===== src/rtl/baud_gen_pkg.sv =====
// Shared constants and helpers for the UART baud tick generator.
// Latency: n/a (elaboration-time constants only). Backpressure: n/a.
// Provides clog2, rounded phase-increment calculation and a 50 MHz standard-rate table.
package baud_gen_pkg;

  localparam int OVERSAMPLE_DEF = 16;
  localparam int ACC_W_DEF      = 16;
  localparam int FREQ_DEF       = 50_000_000;

  function automatic int clog2(input int unsigned value);
    int r;
    r = 0;
    for (int unsigned v = value - 1; v > 0; v = v >> 1) begin
      r = r + 1;
    end
    return r;
  endfunction

  // round(baud * os * 2^acc_w / freq), computed in 64 bits to avoid overflow
  function automatic int unsigned calc_inc(input int unsigned freq,
                                           input int unsigned baud,
                                           input int unsigned os,
                                           input int unsigned acc_w);
    longint unsigned num;
    num = 64'(baud) * 64'(os) * (64'd1 << acc_w) + 64'(freq / 2);
    return 32'(num / 64'(freq));
  endfunction

  typedef enum logic [1:0] {
    BAUD_9600   = 2'd0,
    BAUD_19200  = 2'd1,
    BAUD_57600  = 2'd2,
    BAUD_115200 = 2'd3
  } baud_sel_e;

  localparam logic [ACC_W_DEF-1:0] STD_INC [4] = '{
    ACC_W_DEF'(calc_inc(FREQ_DEF, 9600,   OVERSAMPLE_DEF, ACC_W_DEF)),
    ACC_W_DEF'(calc_inc(FREQ_DEF, 19200,  OVERSAMPLE_DEF, ACC_W_DEF)),
    ACC_W_DEF'(calc_inc(FREQ_DEF, 57600,  OVERSAMPLE_DEF, ACC_W_DEF)),
    ACC_W_DEF'(calc_inc(FREQ_DEF, 115200, OVERSAMPLE_DEF, ACC_W_DEF))
  };

  function automatic logic [ACC_W_DEF-1:0] std_inc(input baud_sel_e sel);
    return STD_INC[sel];
  endfunction

endpackage


===== src/rtl/baud_phase_acc.sv =====
// Fractional phase accumulator; carry out of the low ACC_W bits is the oversample tick.
// Latency: carry registered, 1 cycle after the add. Backpressure: none, en gates the add.
// en=0 holds the low bits and clears the carry; sync (with en) zeroes the whole register.
module baud_phase_acc import baud_gen_pkg::*; #(
  parameter int ACC_W = ACC_W_DEF
) (
  input  logic             clk,
  input  logic             rst_n,
  input  logic             en,
  input  logic             sync,
  input  logic [ACC_W-1:0] inc,
  output logic             carry,
  output logic             carry_nxt
);

  logic [ACC_W:0] acc_q, acc_d;

  always_comb begin
    acc_d = {1'b0, acc_q[ACC_W-1:0]};
    if (en) begin
      if (sync) begin
        acc_d = '0;
      end else begin
        acc_d = {1'b0, acc_q[ACC_W-1:0]} + {1'b0, inc};
      end
    end
  end

  always_ff @(posedge clk) begin
    if (!rst_n) begin
      acc_q <= '0;
    end else begin
      acc_q <= acc_d;
    end
  end

  assign carry     = acc_q[ACC_W];
  assign carry_nxt = acc_d[ACC_W];

endmodule


===== src/rtl/baud_tick_gen.sv =====
// Fractional baud tick generator: oversample, 1x bit and (with BAUD_GEN_MID_TICK_EN) mid-bit ticks.
// Latency: all outputs registered; new increment takes effect the cycle after tick, en=0 or sync.
// Backpressure: cfg_ready stays low while an increment is pending, until a bit boundary applies it.
module baud_tick_gen import baud_gen_pkg::*; #(
  parameter int FREQ         = FREQ_DEF,
  parameter int DEFAULT_BAUD = 115200,
  parameter int OVERSAMPLE   = OVERSAMPLE_DEF,
  parameter int ACC_W        = ACC_W_DEF
) (
  input  logic                          CLK50MHZ,
  input  logic                          RST_N,
  input  logic                          en,
  input  logic                          sync,
  input  logic                          cfg_valid,
  input  logic [ACC_W-1:0]              cfg_inc,
  output logic                          cfg_ready,
  output logic                          tick_os,
  output logic                          tick,
  output logic                          tick_mid,
  output logic [clog2(OVERSAMPLE)-1:0]  os_phase
);

  localparam int PW = clog2(OVERSAMPLE);
  localparam logic [ACC_W-1:0] INC_DEF = ACC_W'(calc_inc(FREQ, DEFAULT_BAUD, OVERSAMPLE, ACC_W));
  localparam logic [PW-1:0]    PH_LAST = PW'(OVERSAMPLE - 1);

  logic [ACC_W-1:0] inc_act_q, inc_act_d;
  logic [ACC_W-1:0] pend_inc_q, pend_inc_d;
  logic             cfg_ready_q, cfg_ready_d;
  logic [PW-1:0]    os_phase_q, os_phase_d;
  logic             tick_q, tick_d;
  logic             tick_os_w, carry_nxt;
  logic             xfer, apply;

  baud_phase_acc #(.ACC_W(ACC_W)) u_acc (
    .clk       (CLK50MHZ),
    .rst_n     (RST_N),
    .en        (en),
    .sync      (sync),
    .inc       (inc_act_q),
    .carry     (tick_os_w),
    .carry_nxt (carry_nxt)
  );

  always_comb begin
    os_phase_d = os_phase_q;
    if (en && sync) begin
      os_phase_d = '0;
    end else if (tick_os_w) begin
      os_phase_d = os_phase_q + PW'(1);
    end

    // tick rides on the carry landing where os_phase will read OVERSAMPLE-1
    tick_d = carry_nxt && (os_phase_d == PH_LAST);

    // A transfer can only happen with nothing pending, so it never collides with an apply
    xfer        = cfg_valid && cfg_ready_q;
    apply       = !cfg_ready_q && (tick_q || !en || sync);
    inc_act_d   = inc_act_q;
    pend_inc_d  = pend_inc_q;
    cfg_ready_d = cfg_ready_q;
    if (xfer) begin
      pend_inc_d  = cfg_inc;
      cfg_ready_d = 1'b0;
    end else if (apply) begin
      inc_act_d   = pend_inc_q;
      cfg_ready_d = 1'b1;
    end
  end

  always_ff @(posedge CLK50MHZ) begin
    if (!RST_N) begin
      inc_act_q   <= INC_DEF;
      pend_inc_q  <= INC_DEF;
      cfg_ready_q <= 1'b1;
      os_phase_q  <= '0;
      tick_q      <= 1'b0;
    end else begin
      inc_act_q   <= inc_act_d;
      pend_inc_q  <= pend_inc_d;
      cfg_ready_q <= cfg_ready_d;
      os_phase_q  <= os_phase_d;
      tick_q      <= tick_d;
    end
  end

`ifdef BAUD_GEN_MID_TICK_EN
  localparam logic [PW-1:0] PH_MID = PW'(OVERSAMPLE / 2 - 1);

  logic tick_mid_q, tick_mid_d;

  always_comb begin
    tick_mid_d = carry_nxt && (os_phase_d == PH_MID);
  end

  always_ff @(posedge CLK50MHZ) begin
    if (!RST_N) begin
      tick_mid_q <= 1'b0;
    end else begin
      tick_mid_q <= tick_mid_d;
    end
  end

  assign tick_mid = tick_mid_q;
`else
  assign tick_mid = 1'b0;
`endif

  assign cfg_ready = cfg_ready_q;
  assign tick_os   = tick_os_w;
  assign tick      = tick_q;
  assign os_phase  = os_phase_q;

endmodule


===== config.mk =====
export PLATFORM = sky130hd
export DESIGN_NAME = baud_tick_gen
export DESIGN_NICKNAME = d
export VERILOG_FILES = /design/src/rtl/baud_gen_pkg.sv /design/src/rtl/baud_phase_acc.sv /design/src/rtl/baud_tick_gen.sv
export SDC_FILE = /design/constraint.sdc
export NUM_CORES = 1
export LEC_CHECK = 0
export ABC_AREA = 0
export BUFFER_PORTS_ARGS = -buffer_cell sky130_fd_sc_hd__buf_2
export CAP_MARGIN = 30
export CORE_ASPECT_RATIO = 0.7
export CORE_UTILIZATION = 38
export CTS_CLUSTER_SIZE = 30
export DETAILED_ROUTE_END_ITERATION = 10
export HOLD_SLACK_MARGIN = 0.15
export PLACE_DENSITY = 0.52
export SKIP_CTS_REPAIR_TIMING = 1
export SLEW_MARGIN = 5
export SYNTH_ARGS = -nofsm -noshare
export SYNTH_HDL_FRONTEND = slang
export SYNTH_SLANG_ARGS = --single-unit
export TNS_END_PERCENT = 50

===== constraint.sdc =====
create_clock -name CLK50MHZ -period 3.45 [get_ports CLK50MHZ]
set_input_delay 0.5175 -clock CLK50MHZ [delete_from_list [all_inputs] [get_ports CLK50MHZ]]
set_output_delay 0.5175 -clock CLK50MHZ [all_outputs]
set_load 0.05 [all_outputs]

==> results of run 1 <==
-- flip-flops by register name, summed over array words and instances (netlist names) --
| register | cells |
|---|---|
| u_acc.acc_q | 17 |
| cfg_ready | 1 |
| pend_inc_q | 16 |
| inc_act_q | 16 |
| tick | 1 |
| os_phase | 4 |
-- per-layer routing --
| metal | up-vias | routed length (µm) | part of all wire [%] |
|---|---|---|---|
| met2 | 42 | 2500 | 37 |
| met1 | 1095 | 3860 | 57 |
| met4 | 0 | 23 | 0.34 |
| met3 | 2 | 351 | 5.2 |
| met5 | - | 0 | 0 |
| li1 | 1273 | - | - |
-- critical path, cell delays in order (launching register included) --
cell and delay [ps]:
dfxtp_1 350, ha_1 210, inv_1 70, fa_1 390, nor2b_1 150, o31a_1 210, o2111ai_1 180, a211o_1 370
a211oi_1 220
-- cell usage in the layout, fill, tap and decap left out, drive strengths merged, types with 6 or more instances in the layout --
cell type,instances
a21boi,22
a21oi,17
buf,30
clkbuf,6
dfxtp,55
ha,17
inv,9
nand2,93
nand3,21
nand4,7
nor2,11
o21ai,17
xor2,6
-- power by group --
part	leakage, nW	total (mW)	internal [mW]	switching (mW)
logic	0.784	0.170	0.0619	0.108
clock network	0.0522	0.397	0.169	0.228
registers	0.449	0.681	0.663	0.0183
total	1.29	1.25	0.893	0.355
-- worst paths after layout --
path / startpoint / end / slack (ps) / cells past startpoint
setup / recovery: u_acc.acc_q[0]$_SDFFE_PN0P_ / tick$_SDFF_PN0_ / 1210 / 8
hold / removal: cfg_inc[8] / pend_inc_q[8]$_SDFFE_PN1P_ / 410 / 3
setup reg to reg: u_acc.acc_q[0]$_SDFFE_PN0P_ / tick$_SDFF_PN0_ / 1210 / 8
hold reg to reg: pend_inc_q[9]$_SDFFE_PN0P_ / pend_inc_q[9]$_SDFFE_PN0P_ / 460 / 2
-- stage by stage --
step                      worst slack, ps  power, mW
after floorplan                      1400      0.816
after global placement               1310      0.863
after detailed placement             1250      0.864
after CTS                            1230       1.26
after global routing                 1110       1.32
final                                1210       1.25
-- area by class of cell --
cell class	count	share of cell area, %
clock buffers	6	2.63
clock inverters	2	0.557
inverters	7	0.836
multi-input cells	271	52.0
flip-flops and latches	55	35.0
well taps	98	3.90
repair buffers	30	5.02
-- cell families after synthesis --
kind of cell    count (synthesis)  share of synthesized area (%)
compound gates                 88                           21.4
xor+xnor                        9                           2.76
fa+ha+maj                      18                           8.15
buf+inv                        28                           4.16
flops                          55                           38.6
mux                             1                          0.351
other cells                     1                          0.131
simple gates                  154                           24.5
==> results.cfg, run 1 <==
[critical_path]
startpoint_type = flip-flop
critPathKind = reg2reg
worstSetupEndpointType = flip-flop
worstPathMaxFanout = 4
required_ps = 3680
critPathArrivalTime_ps = 2470

[routing]
routed_wl_um = 6740
post_drt_wl_per_cell_um = 14.4
viasPerCell = 5.14
drc = 0
vias = 2412
drtIter0Drc = 86
firstDrtPassIters = 4
ant_nets = 0

[timing]
tightest_slew_ps = 678
slew_violations = 0
holdWs_ps = 405
min_period_ps = 2240
timing.final.crit_share_pct = 64.9
fmax_mhz = 447
relSlewSlack_pct = 54.7
rsz0062_at_grt = no
hold_violations = 0
finalSetupViolCount = 0
fin_tns_setup_ps = 0
fin_skew_ps = 4.41

[floorplanning]
ios = 29
core_area_mm2 = 0.00729
rows = 26
start_util_pct = 39.2
die_area_mm2 = 0.00787
die_x_um = 106
dieHeight_um = 74.5

[place]
io_buffers = 27
hpwl_um = 4940
globalplace.congestion = 0.853
dpl_cell_area_mm2 = 0.00304
dp.cells = 461

[synthesis]
synth.top_cells.by_count = nand2_1, dfxtp_1, nand3_1
synthCells = 354
yosysUniqueCellTypes = 54
synth_seq_cells = 55
syn_area_mm2 = 0.00286
ys_seq_area_share_pct = 38.6
synth.most_common_cell = nand2_1
yosys.area.top_type = dfxtp_1
synthFlopType = dfxtp_1
synth_edf_count = 0
synth_nets = 393
yosys.area.top_type_share_pct = 38.6
ys_warn_count = 0
yosys-top-cells-area = dfxtp_1, nand2_1, ha_1, a21boi_0, nand3_1
synthArstFlopShare_pct = 0
synth_area_per_cell_um2 = 8.07

[clock_network]
cts_buffers = 5
cts_tree = built
cts-root-buf = clkbuf_8
clk_latency_ps = 310
clock-sinks = 55
clockBufferDepth = 2
path_clk_slew_ps = 100
cts-htree-levels = 2

[cells_and_area]
design_area_mm2 = 0.00314
layoutNonFillerInstCount = 469
n_fill_cell = 794
antenna_cells = 0
multiInputGateArea_mm2 = 0.00164
syn2layout_area_growth_pct = 10.1
fin_util_pct = 43.1
num-nets-final = 409
drive_gt1_share_pct = 11.9
ff_latch_area_mm2 = 0.00110

[grt]
global_route.usage.met3_pct = 3.94
grt_pass1_wl_um = 11000
gr-total-overflow = 0
grt_max_degree = 34
gr-usage-all-layers_pct = 18.0
grt_pass1_vias = 2154
gr-usage-met1_pct = 28.3
grtUsageMet2_pct = 24.6
antenna_found_initial = 0
grt.busiest_layer = met1

[run_status]
status = complete, no violations

[run]
drv_cap = 0

[power_and_ir_drop]
power.density_mw_per_mm2 = 397
vdd_drop_max_uv = 181
p_leak_nw = 1.29

[hold_path]
hp-class = in2reg
(Power assumes the default switching activity.)
==> run 2: changes to the inputs <==
--- a/config.mk
+++ b/config.mk
@@ -13,7 +13,7 @@
 export CTS_CLUSTER_SIZE = 30
 export DETAILED_ROUTE_END_ITERATION = 10
 export HOLD_SLACK_MARGIN = 0.15
-export PLACE_DENSITY = 0.52
+export PLACE_DENSITY = 0.55
 export SKIP_CTS_REPAIR_TIMING = 1
 export SLEW_MARGIN = 5
 export SYNTH_ARGS = -nofsm -noshare
==> constraint.sdc (replaced) <==
create_clock -name CLK50MHZ -period 2 [get_ports CLK50MHZ]
set_input_delay 0.3 -clock CLK50MHZ [delete_from_list [all_inputs] [get_ports CLK50MHZ]]
set_output_delay 0.3 -clock CLK50MHZ [all_outputs]
set_load 0.05 [all_outputs]
==> results.cfg, run 2 (synthesis results as in run 1) <==
[critical_path]
reg2reg_slack_ps = -50
rr_endpoint = u_acc.acc_q[12]$_SDFFE_PN0P_
required_ps = 2270
startpoint_type = flip-flop
worst_r2r_path_depth = 9
critPathArrivalTime_ps = 2310
critPathKind = reg2reg
r2r-start = inc_act_q[0]$_SDFFE_PN0P_
worstPathMaxFanout = 6
worstSetupEndpointType = flip-flop

[routing]
viasPerCell = 5.20
ant_nets = 0
post_drt_wl_per_cell_um = 14.2
vias = 2545
drtIter0Drc = 116
drc = 0
firstDrtPassIters = 5
routed_wl_um = 6950

[floorplanning]
ios = 29
dieHeight_um = 74.5
die_x_um = 106
rows = 26
die_area_mm2 = 0.00787
core_area_mm2 = 0.00729
start_util_pct = 39.2

[timing]
timing.final.crit_share_pct = 102
min_period_ps = 2050
fin_skew_ps = 14.6
slew_violations = 0
fin_tns_setup_ps = -87.5
hold_violations = 0
rsz0062_at_grt = yes
setup_ws_ps = -45.4
tightest_slew_ps = 736
finalSetupViolCount = 3
relSlewSlack_pct = 50.8
fmax_mhz = 489

[hold_path]
hp-class = in2reg
min_path_cells = 3
hold_end = pend_inc_q[11]$_SDFFE_PN1P_
hp-start = cfg_inc[11]

[clock_network]
clock-sinks = 55
clockBufferDepth = 2
cts_buffers = 5
cts_tree = built
cts-htree-levels = 2
cts-root-buf = clkbuf_8
path_clk_slew_ps = 110
clk_latency_ps = 320

[grt]
gr-total-overflow = 0
grt_pass1_vias = 2247
antenna_found_initial = 0
grt_pass1_wl_um = 11200
grt_max_degree = 35
gr-usage-all-layers_pct = 18.4

[cells_and_area]
antenna_cells = 0
top_register = u_acc.acc_q
layout_common_cells = nand2_1, dfxtp_1, buf_2
top_regs = u_acc.acc_q: 17 flops, inc_act_q: 16 flops, pend_inc_q: 16 flops
layout_commonest_cell = nand2_1
num-nets-final = 430
largest_reg_flops = 17
fin_util_pct = 46.8
design_area_mm2 = 0.00341
drive_gt1_share_pct = 21.7
syn2layout_area_growth_pct = 19.5

[power_and_ir_drop]
power.density_mw_per_mm2 = 628
p_leak_nw = 1.38
vdd_drop_max_uv = 315
finalPower_mw = 2.14

[run]
drv_cap = 0

[run_status]
status = complete, but fails checks
violations = setup timing

[place]
dpl_cell_area_mm2 = 0.00318
globalplace.congestion = 0.882
dp_slack_ps = -172
io_buffers = 27
hpwl_um = 5120
==> run 2: final cells by class <==
class / count / area, µm²
multi-input combinational: 271 / 1750
clock inverter: 2 / 17.5
fill: 758 / 3880
clock buffer: 5 / 68.8
timing repair buffer: 51 / 319
tap: 98 / 123
sequential: 55 / 1110
inverter: 7 / 26.3
==> run 2: report_power, final <==
part	leakage [nW]	switching [mW]	internal (mW)	total, mW
logic	0.889	0.197	0.134	0.331
registers	0.451	0.0338	1.14	1.18
clock network	0.0446	0.387	0.248	0.634
==> run 2: how the worst max path moves through the flow <==
stage,startpoint,to
finish,inc_act_q[0]$_SDFFE_PN0P_,u_acc.acc_q[12]$_SDFFE_PN0P_
global placement,inc_act_q[0]$_SDFFE_PN0P_,tick$_SDFF_PN0_
detailed placement,inc_act_q[0]$_SDFFE_PN0P_,tick$_SDFF_PN0_
CTS,inc_act_q[0]$_SDFFE_PN0P_,tick$_SDFF_PN0_
floorplan,inc_act_q[0]$_SDFFE_PN0P_,tick$_SDFF_PN0_
global route,inc_act_q[0]$_SDFFE_PN0P_,u_acc.acc_q[12]$_SDFFE_PN0P_
==> run 2: layer usage <==
layer	track usage [%]	part of all wire, %	up-vias	wire length, µm
met5	0	0	-	0
met4	5.71	1.5	0	102
met3	4.12	6.4	10	448
met2	26.2	40	70	2750
met1	27.4	53	1153	3650
li1	-	-	1312	-
==> run 2: critical path, cell delays in order (launching register included) <==
cell and delay (ps):
dfxtp_2 360, ha_4 140, inv_2 30, fa_2 350
nor2b_2 140, o31a_1 240, buf_6 130, a311oi_4 120
or3_1 370, a21oi_1 120
==> run 2: through the flow <==
step                      hold WS (ps)  std cells
after CTS                          184        486
after global routing               190        489
final                              189        489
after global placement             437        478
after detailed placement           447        479
after floorplan                    424        354
